**src/rtl/subneg_seq_if.sv**
```systemverilog
// subneg_seq_if: byte-wide req/ack memory port for the SUBNEG sequencer.
// master = sequencer side, slave = memory/loader side.
interface subneg_seq_if #(
   parameter int ADDR_W = 8,
   parameter int DATA_W = 8
);
   logic              mem_req;
   logic              mem_we;
   logic [ADDR_W-1:0] mem_addr;
   logic [DATA_W-1:0] mem_wdata;
   logic [DATA_W-1:0] mem_rdata;
   logic              mem_ack;

   modport master (
      output mem_req, mem_we, mem_addr, mem_wdata,
      input  mem_rdata, mem_ack
   );

   modport slave (
      input  mem_req, mem_we, mem_addr, mem_wdata,
      output mem_rdata, mem_ack
   );
endinterface

```
**src/rtl/subneg_seq.sv**
```systemverilog
// subneg_seq: fetch/execute sequencer, mem[b] -= mem[a], branch to c if negative.
// Optional SUBNEG_STEP_EN adds a PAUSE state after each instruction (single-step).
module subneg_seq #(
   parameter int ADDR_W = 8,
   parameter int DATA_W = 8
) (
   input  logic              clk,
   input  logic              rst_n,
   input  logic              ena,
   input  logic              run,
   input  logic [ADDR_W-1:0] pc_init,
   subneg_seq_if.master      bus,
   output logic [ADDR_W-1:0] pc,
   output logic [DATA_W-1:0] result,
   output logic              busy,
   output logic              halted
);

   typedef enum logic [3:0] {
      S_IDLE,
      S_FA,
      S_FB,
      S_FC,
      S_RA,
      S_RB,
      S_EX,
      S_WR,
`ifdef SUBNEG_STEP_EN
      S_PAUSE,
`endif
      S_HALT
   } state_t;

   state_t state_q, state_d;

   logic [ADDR_W-1:0] a_q, b_q, c_q;
   logic [DATA_W-1:0] opa_q, opb_q;
   logic [DATA_W-1:0] d;
   logic              neg;
   logic              start;
   logic              self_loop;

   assign d         = opb_q - opa_q;
   assign neg       = d[DATA_W-1];
   assign start     = run && ena;
   assign self_loop = neg && (c_q == pc);

   // state register
   always_ff @(posedge clk or negedge rst_n) begin
      if (!rst_n) state_q <= S_IDLE;
      else        state_q <= state_d;
   end

   // next state and memory port drive; access states advance only on ack
   always_comb begin
      state_d       = state_q;
      bus.mem_req   = 1'b0;
      bus.mem_we    = 1'b0;
      bus.mem_addr  = '0;
      bus.mem_wdata = '0;
      busy          = 1'b1;
      halted        = 1'b0;
      unique case (state_q)
         S_IDLE: begin
            busy = 1'b0;
            if (start) state_d = S_FA;
         end
         S_FA: begin
            bus.mem_req  = 1'b1;
            bus.mem_addr = pc;
            if (bus.mem_ack) state_d = S_FB;
         end
         S_FB: begin
            bus.mem_req  = 1'b1;
            bus.mem_addr = pc + ADDR_W'(1);
            if (bus.mem_ack) state_d = S_FC;
         end
         S_FC: begin
            bus.mem_req  = 1'b1;
            bus.mem_addr = pc + ADDR_W'(2);
            if (bus.mem_ack) state_d = S_RA;
         end
         S_RA: begin
            bus.mem_req  = 1'b1;
            bus.mem_addr = a_q;
            if (bus.mem_ack) state_d = S_RB;
         end
         S_RB: begin
            bus.mem_req  = 1'b1;
            bus.mem_addr = b_q;
            if (bus.mem_ack) state_d = S_EX;
         end
         S_EX: begin
            if (ena) state_d = S_WR;
         end
         S_WR: begin
            bus.mem_req   = 1'b1;
            bus.mem_we    = 1'b1;
            bus.mem_addr  = b_q;
            bus.mem_wdata = d;
            if (bus.mem_ack) begin
               if (self_loop) state_d = S_HALT;
`ifdef SUBNEG_STEP_EN
               else           state_d = S_PAUSE;
`else
               else           state_d = S_FA;
`endif
            end
         end
`ifdef SUBNEG_STEP_EN
         S_PAUSE: begin
            busy = 1'b0;
            if (start) state_d = S_FA;
         end
`endif
         S_HALT: begin
            busy   = 1'b0;
            halted = 1'b1;
            if (start) state_d = S_FA;
         end
         default: begin
            state_d = S_IDLE;
         end
      endcase
   end

   // operand latches, pc and result; all captured on the ack edge
   always_ff @(posedge clk or negedge rst_n) begin
      if (!rst_n) begin
         a_q    <= '0;
         b_q    <= '0;
         c_q    <= '0;
         opa_q  <= '0;
         opb_q  <= '0;
         pc     <= '0;
         result <= '0;
      end else begin
         if ((state_q == S_IDLE || state_q == S_HALT) && start)
            pc <= pc_init;
         if (bus.mem_ack) begin
            unique case (state_q)
               S_FA: a_q   <= ADDR_W'(bus.mem_rdata);
               S_FB: b_q   <= ADDR_W'(bus.mem_rdata);
               S_FC: c_q   <= ADDR_W'(bus.mem_rdata);
               S_RA: opa_q <= bus.mem_rdata;
               S_RB: opb_q <= bus.mem_rdata;
               S_WR: begin
                  result <= d;
                  if (!neg)
                     pc <= pc + ADDR_W'(3);
                  else if (!self_loop)
                     pc <= c_q;
               end
               default: ;
            endcase
         end
      end
   end

endmodule

```
**src/flat_wrapper.sv**
```systemverilog
// flat-port wrapper written by rule: the top's interface ports become plain ports
module subneg_seq_flat 
#(
   parameter int ADDR_W = 8,
   parameter int DATA_W = 8
)
  (clk, rst_n, ena, run, pc_init, pc, result, busy, halted, bus_mem_req, bus_mem_we, bus_mem_addr, bus_mem_wdata, bus_mem_rdata, bus_mem_ack);
  subneg_seq_if #(.ADDR_W(ADDR_W), .DATA_W(DATA_W)) bus_i ();
  input  logic clk;
  input  logic rst_n;
  input  logic ena;
  input  logic run;
  input  logic [ADDR_W-1:0] pc_init;
  output logic [ADDR_W-1:0] pc;
  output logic [DATA_W-1:0] result;
  output logic busy;
  output logic halted;
  output wire logic [$bits(bus_i.mem_req)-1:0] bus_mem_req;
  output wire logic [$bits(bus_i.mem_we)-1:0] bus_mem_we;
  output wire logic [$bits(bus_i.mem_addr)-1:0] bus_mem_addr;
  output wire logic [$bits(bus_i.mem_wdata)-1:0] bus_mem_wdata;
  input wire logic [$bits(bus_i.mem_rdata)-1:0] bus_mem_rdata;
  input wire logic [$bits(bus_i.mem_ack)-1:0] bus_mem_ack;
  assign bus_mem_req = bus_i.mem_req;
  assign bus_mem_we = bus_i.mem_we;
  assign bus_mem_addr = bus_i.mem_addr;
  assign bus_mem_wdata = bus_i.mem_wdata;
  assign bus_i.mem_rdata = bus_mem_rdata;
  assign bus_i.mem_ack = bus_mem_ack;
  subneg_seq #(.ADDR_W(ADDR_W), .DATA_W(DATA_W)) u_core (.clk(clk), .rst_n(rst_n), .ena(ena), .run(run), .pc_init(pc_init), .bus(bus_i), .pc(pc), .result(result), .busy(busy), .halted(halted));
endmodule
```
**config.mk**
```make
export PLATFORM = sky130hd
export DESIGN_NAME = subneg_seq_flat
export DESIGN_NICKNAME = d
export VERILOG_FILES = /design/src/rtl/subneg_seq_if.sv /design/src/rtl/subneg_seq.sv /design/src/flat_wrapper.sv
export SDC_FILE = /design/constraint.sdc
export NUM_CORES = 1
export LEC_CHECK = 0
export BUFFER_PORTS_ARGS = -buffer_cell sky130_fd_sc_hd__buf_4
export CAP_MARGIN = 10
export CORE_ASPECT_RATIO = 1.2
export CORE_MARGIN = 10
export CORE_UTILIZATION = 35
export CTS_CLUSTER_DIAMETER = 40
export CTS_CLUSTER_SIZE = 16
export DETAILED_ROUTE_END_ITERATION = 10
export GPL_ROUTABILITY_DRIVEN = 0
export MAX_ROUTING_LAYER = met4
export PLACE_DENSITY = 0.62
export SYNTH_ARGS = -nofsm -noshare
export SYNTH_HDL_FRONTEND = slang
export SYNTH_SLANG_ARGS = --single-unit
```
**constraint.sdc**
```tcl
create_clock -name clk -period 2.24 [get_ports clk]
set_input_delay 0.112 -clock clk [delete_from_list [all_inputs] [get_ports clk]]
set_output_delay 0.112 -clock clk [all_outputs]
set_load 0.01 [all_outputs]
```
**Word level (Yosys, flattened, before mapping)**

Cells that the tools add are included.

- $add $sub $neg: 4
- Equality and inequality tests: 17
- Muxes and demuxes: 21
- Reduce and logical (&&, ||, !) cells: 15

Operator list:

| cell | number |
|---|---|
| $mux W8 | 6 |
| $pmux W8 S5 | 1 |
| $mux W4 | 9 |
| $pmux W4 S8 | 1 |
| $add A8 B2 Y8 const B | 2 |
| $eq A4 B3 Y1 const B | 4 |
| $ne A2 B2 Y1 const B | 7 |
| $reduce_and A2 Y1 | 6 |
| $add A8 B1 Y8 const B | 1 |
| $eq A4 B2 Y1 const B | 2 |
| $eq A8 B8 Y1 | 1 |
| $reduce_and A8 Y1 | 1 |
| $sub A8 B8 Y8 | 1 |
| $reduce_or A6 Y1 | 1 |
| $eq A4 B1 Y1 const B | 1 |
| $eq A4 B4 Y1 const B | 1 |
| $logic_not A4 Y1 | 1 |
| $mux W1 | 4 |
| $reduce_or A2 Y1 | 2 |
| $logic_and A1 B1 Y1 | 3 |
| $ne A2 B1 Y1 const B | 1 |
| $logic_or A1 B1 Y1 | 1 |

- Register bits after elaboration: 60

**Logic depth before layout (Yosys ltp)**

- Depth in word-level cells: 8
- Depth in mapped cells: 9
- Depth with buffers taken out: 9

**Worst setup path before layout**

No wires, ideal clock.

- Kind: register to register
- From: reg u_core.opb_q[6]
- To: reg u_core.pc[1]
- Library setup time: 0.099 ns
- Arrival: 1.771 ns
- Required time: 2.141 ns
- Slack: 0.370 ns
- Stages on the path, launching flop included: 8
- Clock period less this slack: 1.870 ns
- Cells stage by stage: dfrtp_1 -> ha_1 -> a21oi_1 -> o211ai_1 -> a31oi_1 -> buf_2 -> nor4_1 -> a311oi_1

- Word-level cells in the longest chain between the ends: 6

Ends and longest elaborated chain:

| item | RTL line | RTL |
|---|---|---|
| from (decl) | subneg_seq.sv:37 | `logic [DATA_W-1:0] opa_q, opb_q;` |
| from (signal assigned) | subneg_seq.sv:146 | `S_RB: opb_q <= bus.mem_rdata;` |
| $sub A8 B8 Y8 * | subneg_seq.sv:43 | `assign d = opb_q - opa_q;` |
| $logic_and A1 B1 Y1 | subneg_seq.sv:46 | `assign self_loop = neg && (c_q == pc);` |
| $mux W8 | subneg_seq.sv:151 | `else if (!self_loop)` |
| $mux W8 * | subneg_seq.sv:149 | `if (!neg)` |
| $mux W8 * | subneg_seq.sv:141 | `unique case (state_q)` |
| $mux W8 * | subneg_seq.sv:140 | `if (bus.mem_ack) begin` |
| to (signal assigned) | subneg_seq.sv:139 | `pc <= pc_init;` |
| to (signal assigned) | subneg_seq.sv:150 | `pc <= pc + ADDR_W'(3);` |
| to (signal assigned) | subneg_seq.sv:152 | `pc <= c_q;` |
| to (decl) | subneg_seq.sv:13 | `output logic [ADDR_W-1:0] pc,` |

Mark *: on every way between the ends. The rest lies on a longest branch, timed or not.
A chain may end at the register's enable or synchronous reset.

**Worst setup path in the final report**

- From: reg u_core.opb_q[0]
- To: out bus_mem_wdata[6]

- Word-level cells in the longest chain between the ends: 2

Ends and longest elaborated chain:

| item | RTL line | RTL |
|---|---|---|
| $sub A8 B8 Y8 | subneg_seq.sv:43 |  |
| $mux W8 | subneg_seq.sv:63 | `unique case (state_q)` |
| to (decl) | flat_wrapper.sv:21 | `output wire logic [$bits(bus_i.mem_wdata)-1:0] bus_mem_wdata;` |

Every way passes these cells.

==> results.ini <==
[run_status]
status=complete, but fails checks
violations=setup timing

[synth]
synth_top_area_cell=dfrtp_1
syn_inst=384
synthTopCellsByArea=dfrtp_1 39%, mux2_2 12%, xor2_1 3.7%, ha_1 3.6%, o21ai_0 2.9%
synth_area_mm2=0.00383
ys_seq_area_share_pct=39.2
ys.flop_type=dfrtp_1
synth_edf_count=0
yosysWarnings=0
synthArstFlopShare_pct=100
ys_ff_latch=60
synth.avg_cell_area_um2=9.97
synth.distinct_cells=61
syn_nets=417
synth_top_area_share_pct=39.2

[timing]
rsz0062_at_grt=true
finalMaxSlewViolations=0
final.min_clock_period_ps=2270
fin_skew_ps=4.94
setup_slack_ps=-29.1
period_share_pct=101
setup-violations-final=1
whs_ps=48.3
slew_headroom_pct=47.3
hold_violations=0
fmax_mhz=441
worst_pin_slew_ps=791
fin_tns_setup_ps=-29.1

[worst_setup_path]
timing_worst_setup_path_type=reg -> out
critPathMaxFanout=3
worstSetupEndpointType=output pin
worstPathCellList=inv_2 > ha_4 > inv_2 > fa_2 > a211oi_2 > o21bai_1 > a21oi_1 > xor2_1 > nor2_1 > buf_4
worstSetupStartpoint=u_core.opb_q[0]
crit_top_cell=inv_2
ff2ff_setup_slack_ps=210
slowest_delay_ps=370
cp_slowest_cell=dfrtp_1
reg2reg_from=u_core.opa_q[0]
startpoint_type=register
crit_arrival_ps=2160
worstPathRequired_ps=2130

[global_routing]
grtUsageMet3_pct=3.59
use_met2_pct=23.9
first_global_vias=3219
use_met1_pct=15.9
antenna_found_initial=0
busiest_layer=met2
grtUsageTotal_pct=14.1
grt.overflow.total=0
grt_pass1_wl_um=16900
grt_max_degree=61

[finish]
fillers=1017
diodes=0
drive_above_1_share_pct=37.0
final_cells=583
syn2layout_area_growth_pct=27.2
final_nets=483
multiInputGateArea_mm2=0.00222
final_util_pct=45.8
seqCellArea_mm2=0.00151

[cts]
clk_pin_slew_worst_paths_ps=50
clock_latency_ps=330
ctsHtreeMaxLevel=3
ctsRootBufferMaster=clkbuf_16
cts_buffer_depth=2
cts_tree=built
cts_made_buffers=9
cts_sinks=60

[detailed_routing]
vias=3208
drc=0
drt_first_iter_violations=149
dr.pass1.iters=4
wl_um=10600
routed_via_density=5.50
ant_nets=0
routedWlPerCell_um=18.2

[pwr]
clockPowerShare_pct=16.1
p_comb_share_pct=59.7
ir_worst_vdd_v=0.000666
p_leak_nw=2.12
p_int_mw=5.02
seqPwrFrac_pct=24.2
p_sw_mw=3.78
netSwitchingFraction_pct=42.9
power.density_mw_per_mm2=1810

[placement]
portBuffers=56
pre_cts_ws_ps=166
dp_hpwl_um=7790
dp.cells=561

[die]
core_mm2=0.0106
chipHeight_um=135
fp-row-count=41
top_level_ports=57
dieArea_mm2=0.0155
initial_core_util_pct=36.0
chipWidth_um=115

[worst_hold_path]
min_from=bus_mem_rdata[1]
min_path_type=in -> reg

[job]
drv_cap=0

==> sequential cells by signal, summed over array words and instances, names as in the netlist <==
signal,cells
u_core.a_q,8
u_core.c_q,8
u_core.state_q,4
u_core.pc,8
u_core.b_q,8
u_core.result,8
u_core.opa_q,8
u_core.opb_q,8
==> metal layers <==
layer	vias to the layer above	share of wire (%)	wire length, um
li1	1540	-	-
met1	1597	42	4410
met2	57	52	5530
met3	14	4.8	509
met4	0	1.2	131
met5	-	0	0
==> synthesized netlist by cell type (all sizes together) (7+ instances only) <==
library cell  number
dfrtp             60
nor3               7
xor2              17
a22oi             10
a211o              8
nor4              10
ha                11
a21oi             16
buf               17
o32ai              8
mux2              41
o21ai             22
clkbuf            10
nor2              26
nand2             30
o22ai              7
inv               14
==> power by group through the flow <==
stage / Clock (mW) / Combinational, mW / Sequential (mW)
6_report: 1.42 / 5.25 / 2.13
5_1_grt: 1.49 / 5.74 / 2.20
4_1_cts: 1.44 / 5.01 / 2.11
3_5_place_dp: 0 / 4.81 / 2.11
3_3_place_gp: 0 / 4.74 / 2.08
2_1_floorplan: 0 / 3.31 / 2.00
==> layout by cell type (no fill, tap or decap), drive strengths merged, types with 10 or more instances in the layout <==
cell,instances
nand2,30
ha,11
inv,14
a21oi,16
xor2,17
dfrtp,60
buf,81
mux2,41
nor4,10
o21ai,22
nor2,26
a22oi,10
clkbuf,14
==> path summary, 6_finish.rpt <==
| kind | depth (start not counted) | end |
|---|---|---|
| setup reg to reg | 8 | u_core.pc[1] |
| min in group asynchronous | 2 | u_core.b_q[1] |
| hold / removal | 3 | u_core.opa_q[1] |
| hold reg to reg | 2 | u_core.result[0] |
| setup / recovery | 10 | bus_mem_wdata[6] |
| max in group asynchronous | 2 | u_core.pc[0] |
==> critical path, delay by kind of cell, from the launching register on <==
family	cells	cell delay (ps)
adder cells (fa/ha/maj)	2	490
XOR/XNOR	1	200
buffers and inverters	3	250
AO/OA/AOI/OAI	3	460
AND/OR/NAND/NOR	1	60
flip-flops	1	370
==> what timing repair did <==
item | 4_1_cts | 5_1_grt
pin swaps | 8 | 10
endpoints found under the setup margin | 5 | 6
buffers inserted | 2 | 4
hold buffers | 1 | 0
hold endpoints to repair | 60 | 0
resized for setup | 14 | 8
==> area by class of cell <==
| class | count | share of cell area (%) |
|---|---|---|
| multi-input cells | 283 | 45.7 |
| clock buffers | 14 | 5.63 |
| well taps | 129 | 3.32 |
| inverters | 14 | 1.13 |
| flip-flops and latches | 60 | 30.9 |
| clock inverters | 1 | 0.617 |
| repair buffers | 82 | 12.7 |
==> stage by stage <==
| step | power, mW | cell area (um^2) |
|---|---|---|
| 6_report | 8.80 | 4870 |
| 2_1_floorplan | 5.31 | 3830 |
| 4_1_cts | 8.56 | 4780 |
| 3_3_place_gp | 6.82 | 4410 |
| 3_5_place_dp | 6.92 | 4410 |
| 5_1_grt | 9.44 | 4870 |
==> kinds of logic after synthesis <==
logic type      after synthesis  synth area share (%)
mux                          42                  12.3
compound gates              101                  18.0
xor+xnor                     23                  5.46
fa+ha+maj                    12                  4.12
buf+inv                      41                  5.43
simple gates                105                  15.4
flops                        60                  39.2
No activity file was read; power rests on OpenSTA's default activity.
